--- config.mk ---
export PLATFORM = sky130hd
export DESIGN_NAME = icache_direct_flat
export DESIGN_NICKNAME = d
export VERILOG_FILES = /design/src/rtl/icache_direct_if.sv /design/src/rtl/icache_direct.sv /design/src/flat_wrapper.sv
export SDC_FILE = /design/constraint.sdc
export NUM_CORES = 1
export LEC_CHECK = 0
export CAP_MARGIN = 20
export CORE_AREA = 2 2 586 297
export CTS_CLUSTER_SIZE = 12
export DETAILED_ROUTE_END_ITERATION = 16
export DIE_AREA = 0 0 588 299
export PLACE_DENSITY = 0.57
export SETUP_SLACK_MARGIN = 0.5
export SYNTH_ARGS = -nofsm -noshare
export SYNTH_HDL_FRONTEND = slang
export SYNTH_SLANG_ARGS = --single-unit
--- constraint.sdc ---
create_clock -name clk -period 17.1 [get_ports clk]
set_clock_uncertainty 0.1 [all_clocks]
set_input_delay 2.565 -clock clk [delete_from_list [all_inputs] [get_ports clk]]
set_output_delay 2.565 -clock clk [all_outputs]
set_load 0.05 [all_outputs]
--- src/rtl/icache_direct_if.sv ---
// Fetch-side and refill-side signal bundle for icache_direct.
// The cache is the slave; the core plus memory model act as the master.
interface icache_direct_if;
  logic         proc_read;
  logic [29:0]  proc_addr;
  logic [31:0]  proc_rdata;
  logic         proc_stall;
  logic         mem_read;
  logic         mem_write;
  logic [27:0]  mem_addr;
  logic [127:0] mem_wdata;
  logic [127:0] mem_rdata;
  logic         mem_ready;

  modport slave (
    input  proc_read, proc_addr, mem_rdata, mem_ready,
    output proc_rdata, proc_stall, mem_read, mem_write, mem_addr, mem_wdata
  );

  modport master (
    output proc_read, proc_addr, mem_rdata, mem_ready,
    input  proc_rdata, proc_stall, mem_read, mem_write, mem_addr, mem_wdata
  );
endinterface

--- src/rtl/icache_direct.sv ---
// Direct-mapped read-only instruction cache: 0-cycle hits from 128-bit lines,
// single-line refill per miss, saturating hit/miss counters.
module icache_direct #(
  parameter int unsigned NUM_BLOCKS = 8,
  parameter int unsigned CNT_W      = 16
) (
  input  logic             clk,
  input  logic             proc_reset,
  icache_direct_if.slave   bus,
  output logic [CNT_W-1:0] hit_cnt,
  output logic [CNT_W-1:0] miss_cnt
);
  localparam int unsigned IDX_W = $clog2(NUM_BLOCKS);
  localparam int unsigned TAG_W = 28 - IDX_W;

  typedef enum logic [1:0] {IDLE, REFILL, DONE} state_t;

  state_t                 state;
  logic [NUM_BLOCKS-1:0]  valid;
  logic [TAG_W-1:0]       tags  [NUM_BLOCKS];
  logic [127:0]           lines [NUM_BLOCKS];

  logic [IDX_W-1:0]       idx;
  logic [TAG_W-1:0]       tag;
  logic [1:0]             offset;
  logic [127:0]           line_sel;
  logic [31:0]            word_sel;
  logic                   hit;
  logic                   accept_hit;
  logic                   start_miss;
  logic                   fill;
  logic [IDX_W-1:0]       fill_idx;
  logic [TAG_W-1:0]       fill_tag;

  assign offset = bus.proc_addr[1:0];
  assign idx    = bus.proc_addr[IDX_W+1:2];
  assign tag    = bus.proc_addr[29:IDX_W+2];

  assign line_sel = lines[idx];
  assign hit      = valid[idx] && (tags[idx] == tag);

  always_comb begin
    word_sel = '0;
    case (offset)
      2'd0: word_sel = line_sel[31:0];
      2'd1: word_sel = line_sel[63:32];
      2'd2: word_sel = line_sel[95:64];
      2'd3: word_sel = line_sel[127:96];
      default: word_sel = '0;
    endcase
  end

  assign accept_hit = (state == IDLE) && bus.proc_read && hit;
  assign start_miss = (state == IDLE) && bus.proc_read && !hit;
  assign fill       = (state == REFILL) && bus.mem_ready;

  // mem_addr doubles as the latched miss address, so the refill target
  // cannot follow proc_addr once the miss has been taken.
  assign fill_idx = bus.mem_addr[IDX_W-1:0];
  assign fill_tag = bus.mem_addr[27:IDX_W];

  assign bus.proc_stall = (state != IDLE) || (bus.proc_read && !hit);
  assign bus.proc_rdata = bus.proc_read ? word_sel : '0;
  assign bus.mem_write  = 1'b0;
  assign bus.mem_wdata  = '0;

  always_ff @(posedge clk or posedge proc_reset) begin
    if (proc_reset) begin
      state        <= IDLE;
      valid        <= '0;
      bus.mem_read <= 1'b0;
      bus.mem_addr <= '0;
      hit_cnt      <= '0;
      miss_cnt     <= '0;
    end else begin
      case (state)
        IDLE: begin
          if (accept_hit && (hit_cnt != '1)) begin
            hit_cnt <= hit_cnt + 1'b1;
          end
          if (start_miss) begin
            bus.mem_addr <= bus.proc_addr[29:2];
            bus.mem_read <= 1'b1;
            state        <= REFILL;
            if (miss_cnt != '1) begin
              miss_cnt <= miss_cnt + 1'b1;
            end
          end
        end
        REFILL: begin
          if (bus.mem_ready) begin
            valid[fill_idx] <= 1'b1;
            bus.mem_read    <= 1'b0;
            state           <= DONE;
          end
        end
        DONE: begin
          bus.mem_read <= 1'b0;
          state        <= IDLE;
        end
        default: begin
          bus.mem_read <= 1'b0;
          state        <= IDLE;
        end
      endcase
    end
  end

  // Tag and data storage carry no reset; valid bits gate their use.
  always_ff @(posedge clk) begin
    if (fill) begin
      lines[fill_idx] <= bus.mem_rdata;
      tags[fill_idx]  <= fill_tag;
    end
  end
endmodule

--- src/flat_wrapper.sv ---
// flat-port wrapper written by rule: the top's interface ports become plain ports
module icache_direct_flat 
#(
  parameter int unsigned NUM_BLOCKS = 8,
  parameter int unsigned CNT_W      = 16
)
  (clk, proc_reset, hit_cnt, miss_cnt, bus_proc_read, bus_proc_addr, bus_mem_rdata, bus_mem_ready, bus_proc_rdata, bus_proc_stall, bus_mem_read, bus_mem_write, bus_mem_addr, bus_mem_wdata);
  icache_direct_if bus_i ();
  input  logic clk;
  input  logic proc_reset;
  output logic [CNT_W-1:0] hit_cnt;
  output logic [CNT_W-1:0] miss_cnt;
  input wire logic [$bits(bus_i.proc_read)-1:0] bus_proc_read;
  input wire logic [$bits(bus_i.proc_addr)-1:0] bus_proc_addr;
  input wire logic [$bits(bus_i.mem_rdata)-1:0] bus_mem_rdata;
  input wire logic [$bits(bus_i.mem_ready)-1:0] bus_mem_ready;
  output wire logic [$bits(bus_i.proc_rdata)-1:0] bus_proc_rdata;
  output wire logic [$bits(bus_i.proc_stall)-1:0] bus_proc_stall;
  output wire logic [$bits(bus_i.mem_read)-1:0] bus_mem_read;
  output wire logic [$bits(bus_i.mem_write)-1:0] bus_mem_write;
  output wire logic [$bits(bus_i.mem_addr)-1:0] bus_mem_addr;
  output wire logic [$bits(bus_i.mem_wdata)-1:0] bus_mem_wdata;
  assign bus_i.proc_read = bus_proc_read;
  assign bus_i.proc_addr = bus_proc_addr;
  assign bus_i.mem_rdata = bus_mem_rdata;
  assign bus_i.mem_ready = bus_mem_ready;
  assign bus_proc_rdata = bus_i.proc_rdata;
  assign bus_proc_stall = bus_i.proc_stall;
  assign bus_mem_read = bus_i.mem_read;
  assign bus_mem_write = bus_i.mem_write;
  assign bus_mem_addr = bus_i.mem_addr;
  assign bus_mem_wdata = bus_i.mem_wdata;
  icache_direct #(.NUM_BLOCKS(NUM_BLOCKS), .CNT_W(CNT_W)) u_core (.clk(clk), .proc_reset(proc_reset), .bus(bus_i), .hit_cnt(hit_cnt), .miss_cnt(miss_cnt));
endmodule
; ---- Yosys cells after proc, flatten, opt, wreduce, memory -nomap -nowiden
; Memories as Yosys holds them, arrays and structs flattened.
; Index checks and enable logic that the tools add are counted.
[word_totals]
n_memories = 2
wordCells = 55
register_bits = 71
in_bits = 162
ram_bits = 1224
out_inout_bits = 223
[mem_list]
columns = memory, depth, width, rd, rd_ports_with_merged_regs, write_ports, line_no
row1 = u_core.lines, 8, 128, 1, 0, 1, icache_direct.sv:21  ; logic [127:0] lines [NUM_BLOCKS];
row2 = u_core.tags, 8, 25, 1, 0, 1, icache_direct.sv:20  ; logic [TAG_W-1:0] tags [NUM_BLOCKS];
[classes]
add_sub_neg = 2
magnitude_cmp = 3
n_reduce_logical = 18
eq_ne = 9
bitwise_logic = 1
mux = 14
[ops]
columns = cell, count
row1 = $pmux W32 S4, 1
row2 = $add A16 B1 Y16 const B, 2
row3 = $mux W32, 1
row4 = $ne A16 B16 Y1 const B, 2
row5 = $eq A25 B25 Y1, 1
row6 = $logic_and A1 B1 Y1, 8
row7 = $lt A3 B4 Y1 const B, 2
row8 = $or A8 B8 Y8, 1
row9 = $reduce_and A2 Y1, 4
row10 = $mux W1, 6
row11 = $eq A2 B1 Y1 const B, 2
row12 = $eq A2 B2 Y1 const B, 2
row13 = $logic_not A2 Y1, 2
row14 = $mux W2, 2
row15 = $pmux W2 S2, 1
row16 = $bmux W1 S3, 1
row17 = $demux W1 S3, 1
row18 = $ge A3 B1 Y1 const B, 1
row19 = $reduce_and A3 Y1, 1
row20 = $ne A2 B1 Y1 const B, 1
row21 = $ne A2 B2 Y1 const B, 1
row22 = $pmux W1 S2, 1
row23 = $reduce_bool A2 Y1, 1
row24 = $logic_not A1 Y1, 1
row25 = $logic_or A1 B1 Y1, 1

; ---- Logic depth before layout (Yosys ltp)
[depth]
depth_word = 7
mapped_depth = 13
ltp_nobuf = 8

; ---- Worst setup path before layout
; OpenSTA, ideal clock, no wires.
[synth_timing]
path_type = input to register
start = in bus_mem_ready
end = reg u_core.valid[0]
slack_ns = 2.568
stages = 4
path_buffers = 0
setup_time_ns = 0.131
arrival_ns = 14.300
t_required_ns = 16.869
cell_sequence = inv_1 > or3_1 > nor3_1 > or2_2
[synth_via]
elab_chain_len = 1
[synth_lines]
columns = item, line_no
row1 = start: declaration, flat_wrapper.sv:16  ; input wire logic [$bits(bus_i.mem_ready)-1:0] bus_mem_ready;
row2 = $reduce_and A2 Y1 (no source line), --
row3 = end signal: assignment, icache_direct.sv:70  ; valid <= '0;
row4 = end signal: indexed assignment, icache_direct.sv:92  ; valid[fill_idx] <= 1'b1;
row5 = end: declaration, icache_direct.sv:19  ; logic [NUM_BLOCKS-1:0] valid;
; Every way passes these cells.
; A chain may end at the register's enable or synchronous reset.

; ---- Worst setup path in the final report
[layout_timing]
start = in bus_proc_addr[2]
end = out bus_proc_stall
[layout_via]
elab_chain_len = 6
word_cells_on_any_way = 8
classes_between = eq/ne (1) / mux (2) / reduce/logical (4) / memory (1)
[layout_lines]
columns = item, line_no
row1 = start: declaration, flat_wrapper.sv:14  ; input wire logic [$bits(bus_i.proc_addr)-1:0] bus_proc_addr;
row2 = $mem_v2 Z8 W25 / $bmux W1 S3 (equally long branches), --
row3 = $eq A25 B25 Y1 / $mux W1 (equally long branches), icache_direct.sv:40  ; assign hit = valid[idx] && (tags[idx] == tag);
row4 = $logic_and A1 B1 Y1 (*), icache_direct.sv:40
row5 = $logic_not A1 Y1 (*), icache_direct.sv:62  ; assign bus.proc_stall = (state != IDLE) || (bus.proc_read && !hit);
row6 = $logic_and A1 B1 Y1 (*), icache_direct.sv:62
row7 = $logic_or A1 B1 Y1 (*), icache_direct.sv:62
row8 = end: declaration, flat_wrapper.sv:18  ; output wire logic [$bits(bus_i.proc_stall)-1:0] bus_proc_stall;
; Every way passes the cells marked *; elsewhere a longest branch is shown, timed or not. The select of a mux whose other input is x is not followed.

==> results.yml <==
outcome:
  status: "finished clean"
timing:
  fmaxAchievable_ghz: 0.08835
  setup_viol: 0
  slew_headroom_pct: 30.15
  period_needed_ps: 11320
  layout_worst_path_cycle_share_pct: 66.19
  hold_viol: 0
  tightest_slew_ps: 1048
  tns_ps: 0
  fin_ws_ps: 5782
  drv_slew: 0
  rsz0062_at_grt: "false"
cts:
  cts_tree: "yes"
  clock-root-buffer: "clkbuf_16"
  holdBufCountCts: 0
  numCtsBuffers: 133
  cts.reportedPaths.clkPinSlew_ps: 60
  post_cts_buffers: 0
  h-tree-depth: 4
  clkLatencyLatePin_ps: 750
  clk_path_buf_depth: 3
  cts.sinks: 1294
  cts_resized: 0
yosys:
  synth_cells: 2252
  synth_top_flop_cell: "edfxtp_1"
  synth.avg_cell_area_um2: 22.59
  yosysSeqAreaShare_pct: 75.71
  syn_area_mm2: 0.05086
  async_reset_ff_share_pct: 5.410
  synth_warnings: 0
  synth_edf_count: 1224
  ys_ff_latch: 1294
  synth.distinct_cells: 47
worst_setup_path:
  cp_data_required_time_ps: 14440
  r2r_cells: 7
  rr_startpoint: "u_core.tags[6][6]"
  cp_max_fo: 43
  rrSetupSlack_ps: 12690
  critPathCaptureType: "output port"
  path_class: "primary input to output port"
  rr_endpoint: "u_core.bus.mem_addr[5]"
  crit_path_start_kind: "primary input"
  worstPathArrival_ps: 8650
power:
  peakVddDrop_mv: 0.08473
  leakagePower_uw: 0.01891
  finalPower_uw: 7441
  pwr_density_cell_mw_per_mm2: 124.8
global_routing:
  grt_util_all_layers_pct: 14.41
  overflow: 0
  grt_pass1_wl_um: 180300
  antenna_found_initial: 51
  grt_pass1_vias: 23380
  grt_max_degree: 117
placement:
  dp_hpwl_um: 75480
  place.gp.congestion: 0.7732
  portBuffers: 255
  pre_cts_slack_ps: 5649
detailed_routing:
  ant_nets: 0
  vias_per_cell: 4.686
  dr.first_iter.drc_count: 2428
  num_vias: 23294
  drc: 0
  firstDrtPassIters: 5
  wl_per_cell_um: 25.68
  drt_wl_total_um: 127600
die:
  dieArea_mm2: 0.1758
  core_area_mm2: 0.1713
  start_util_pct: 29.69
  die_x_um: 588
  io_pins: 385
  dieHeight_um: 299
  placementRows: 108
job:
  maxCapViolations: 0
min_path:
  hold_depth: 1
  min_from: "u_core.valid[2]"
  hold_class: "flip-flop to flip-flop"
  min_to: "u_core.valid[2]"
cells_and_area:
  mostFrequentLayoutCells: "edfxtp_1 (1,224), mux4_2 (354), clkdlybuf4s50_1 (250), clkbuf_16 (133), conb_1 (129)"
  final_nets: 2741
  syn_to_final_growth_pct: 17.21
  layout_commonest_cell: "edfxtp_1"
  layout-drive-gt1-share_pct: 23.91
  final_util_pct: 34.80
[power breakdown]
group | switching, µW | internal [µW]
registers | 120 | 3750
logic | 597 | 306
clock network | 1200 | 1470
total | 1920 | 5530
[cell families (layout without fill, tap and decap cells)]
family | after synthesis | after routing | share of synthesized area (%)
and+or+nand+nor | 167 | 167 | 1.953
adders and majority gates | 2 | 2 | 0.04919
muxes | 471 | 471 | 18.12
xor gates and xnor gates | 43 | 43 | 0.7404
AOI/OAI and AO/OA | 33 | 33 | 0.4231
other | 1 | 138 | 0.007373
buffers and inverters | 241 | 513 | 2.996
DFF | 1294 | 1294 | 75.71
[final cells by class]
cell class | instances | area (µm²)
clock inverters | 40 | 385.4
flip-flops and latches | 1294 | 38510
diodes | 9 | 22.52
inverters | 7 | 27.53
fillers | 15834 | 111700
multi-input cells | 845 | 11370
well taps | 2310 | 2890
clock buffers | 170 | 3487
repair buffers | 296 | 2932
[sequential cells by signal, summed over array words and instances, names as in the netlist]
register	flops
u_core.state	1
u_core.valid	8
u_core.lines	1024
u_core.bus.mem_addr	28
u_core.miss_cnt	16
u_core.tags	200
u_core.bus.mem_read	1
u_core.hit_cnt	16
[metal layers]
| layer | GRT usage, % | share of wire [%] | vias up |
|---|---|---|---|
| li1 | - | - | 9767 |
| met1 | 20.78 | 46 | 12609 |
| met2 | 20.65 | 44 | 652 |
| met3 | 4.700 | 7.7 | 210 |
| met4 | 4.255 | 2.2 | 56 |
| met5 | 0 | 0.28 | - |
[how the worst max path moves through the flow]
stage / from / end / slack, ps / depth (start not counted)
3_3_place_gp: bus_proc_addr[2] / bus_proc_stall / 5720 / 12
5_1_grt: bus_proc_addr[2] / bus_proc_stall / 5230 / 12
3_5_place_dp: bus_proc_addr[2] / bus_proc_stall / 5650 / 12
4_1_cts: bus_proc_addr[2] / bus_proc_stall / 5650 / 12
6_report: bus_proc_addr[2] / bus_proc_stall / 5780 / 12
2_1_floorplan: bus_mem_ready / u_core.valid[0] / 2570 / 4
[worst max-delay path: stages]
cell             delay (ps)
buf_8                   380
buf_4                   690
buf_4                   680
mux4_2                  590
mux2i_1                 200
xnor2_1                  90
nor3_1                  620
nand4_1                 170
or4_1                   840
nand2_2                 840
nand2_1                 130
clkdlybuf4s50_1         730
[Yosys cell counts, types with 23 or more instances]
| master | count | share of area, % |
|---|---|---|
| buf_4 | 130 | 1.9 |
| nor2_1 | 23 | 0.17 |
| mux2_2 | 39 | 0.86 |
| mux4_2 | 354 | 16 |
| clkbuf_1 | 49 | 0.36 |
| xor2_1 | 34 | 0.59 |
| buf_2 | 33 | 0.32 |
| dfrtp_1 | 70 | 3.4 |
| edfxtp_1 | 1224 | 72 |
| nor2b_1 | 35 | 0.43 |
| mux2i_1 | 60 | 1.2 |
[metrics by stage]
step / instances / area, µm² / hold slack (ps)
finish: 4971 / 59620 / 363.6
global route: 4965 / 59600 / 385.4
CTS: 4962 / 59600 / 365.8
detailed placement: 4752 / 55720 / 350.5
global placement: 4752 / 55720 / 347.4
floorplan: 2380 / 51340 / 333.7
(Power assumes the default switching activity.)
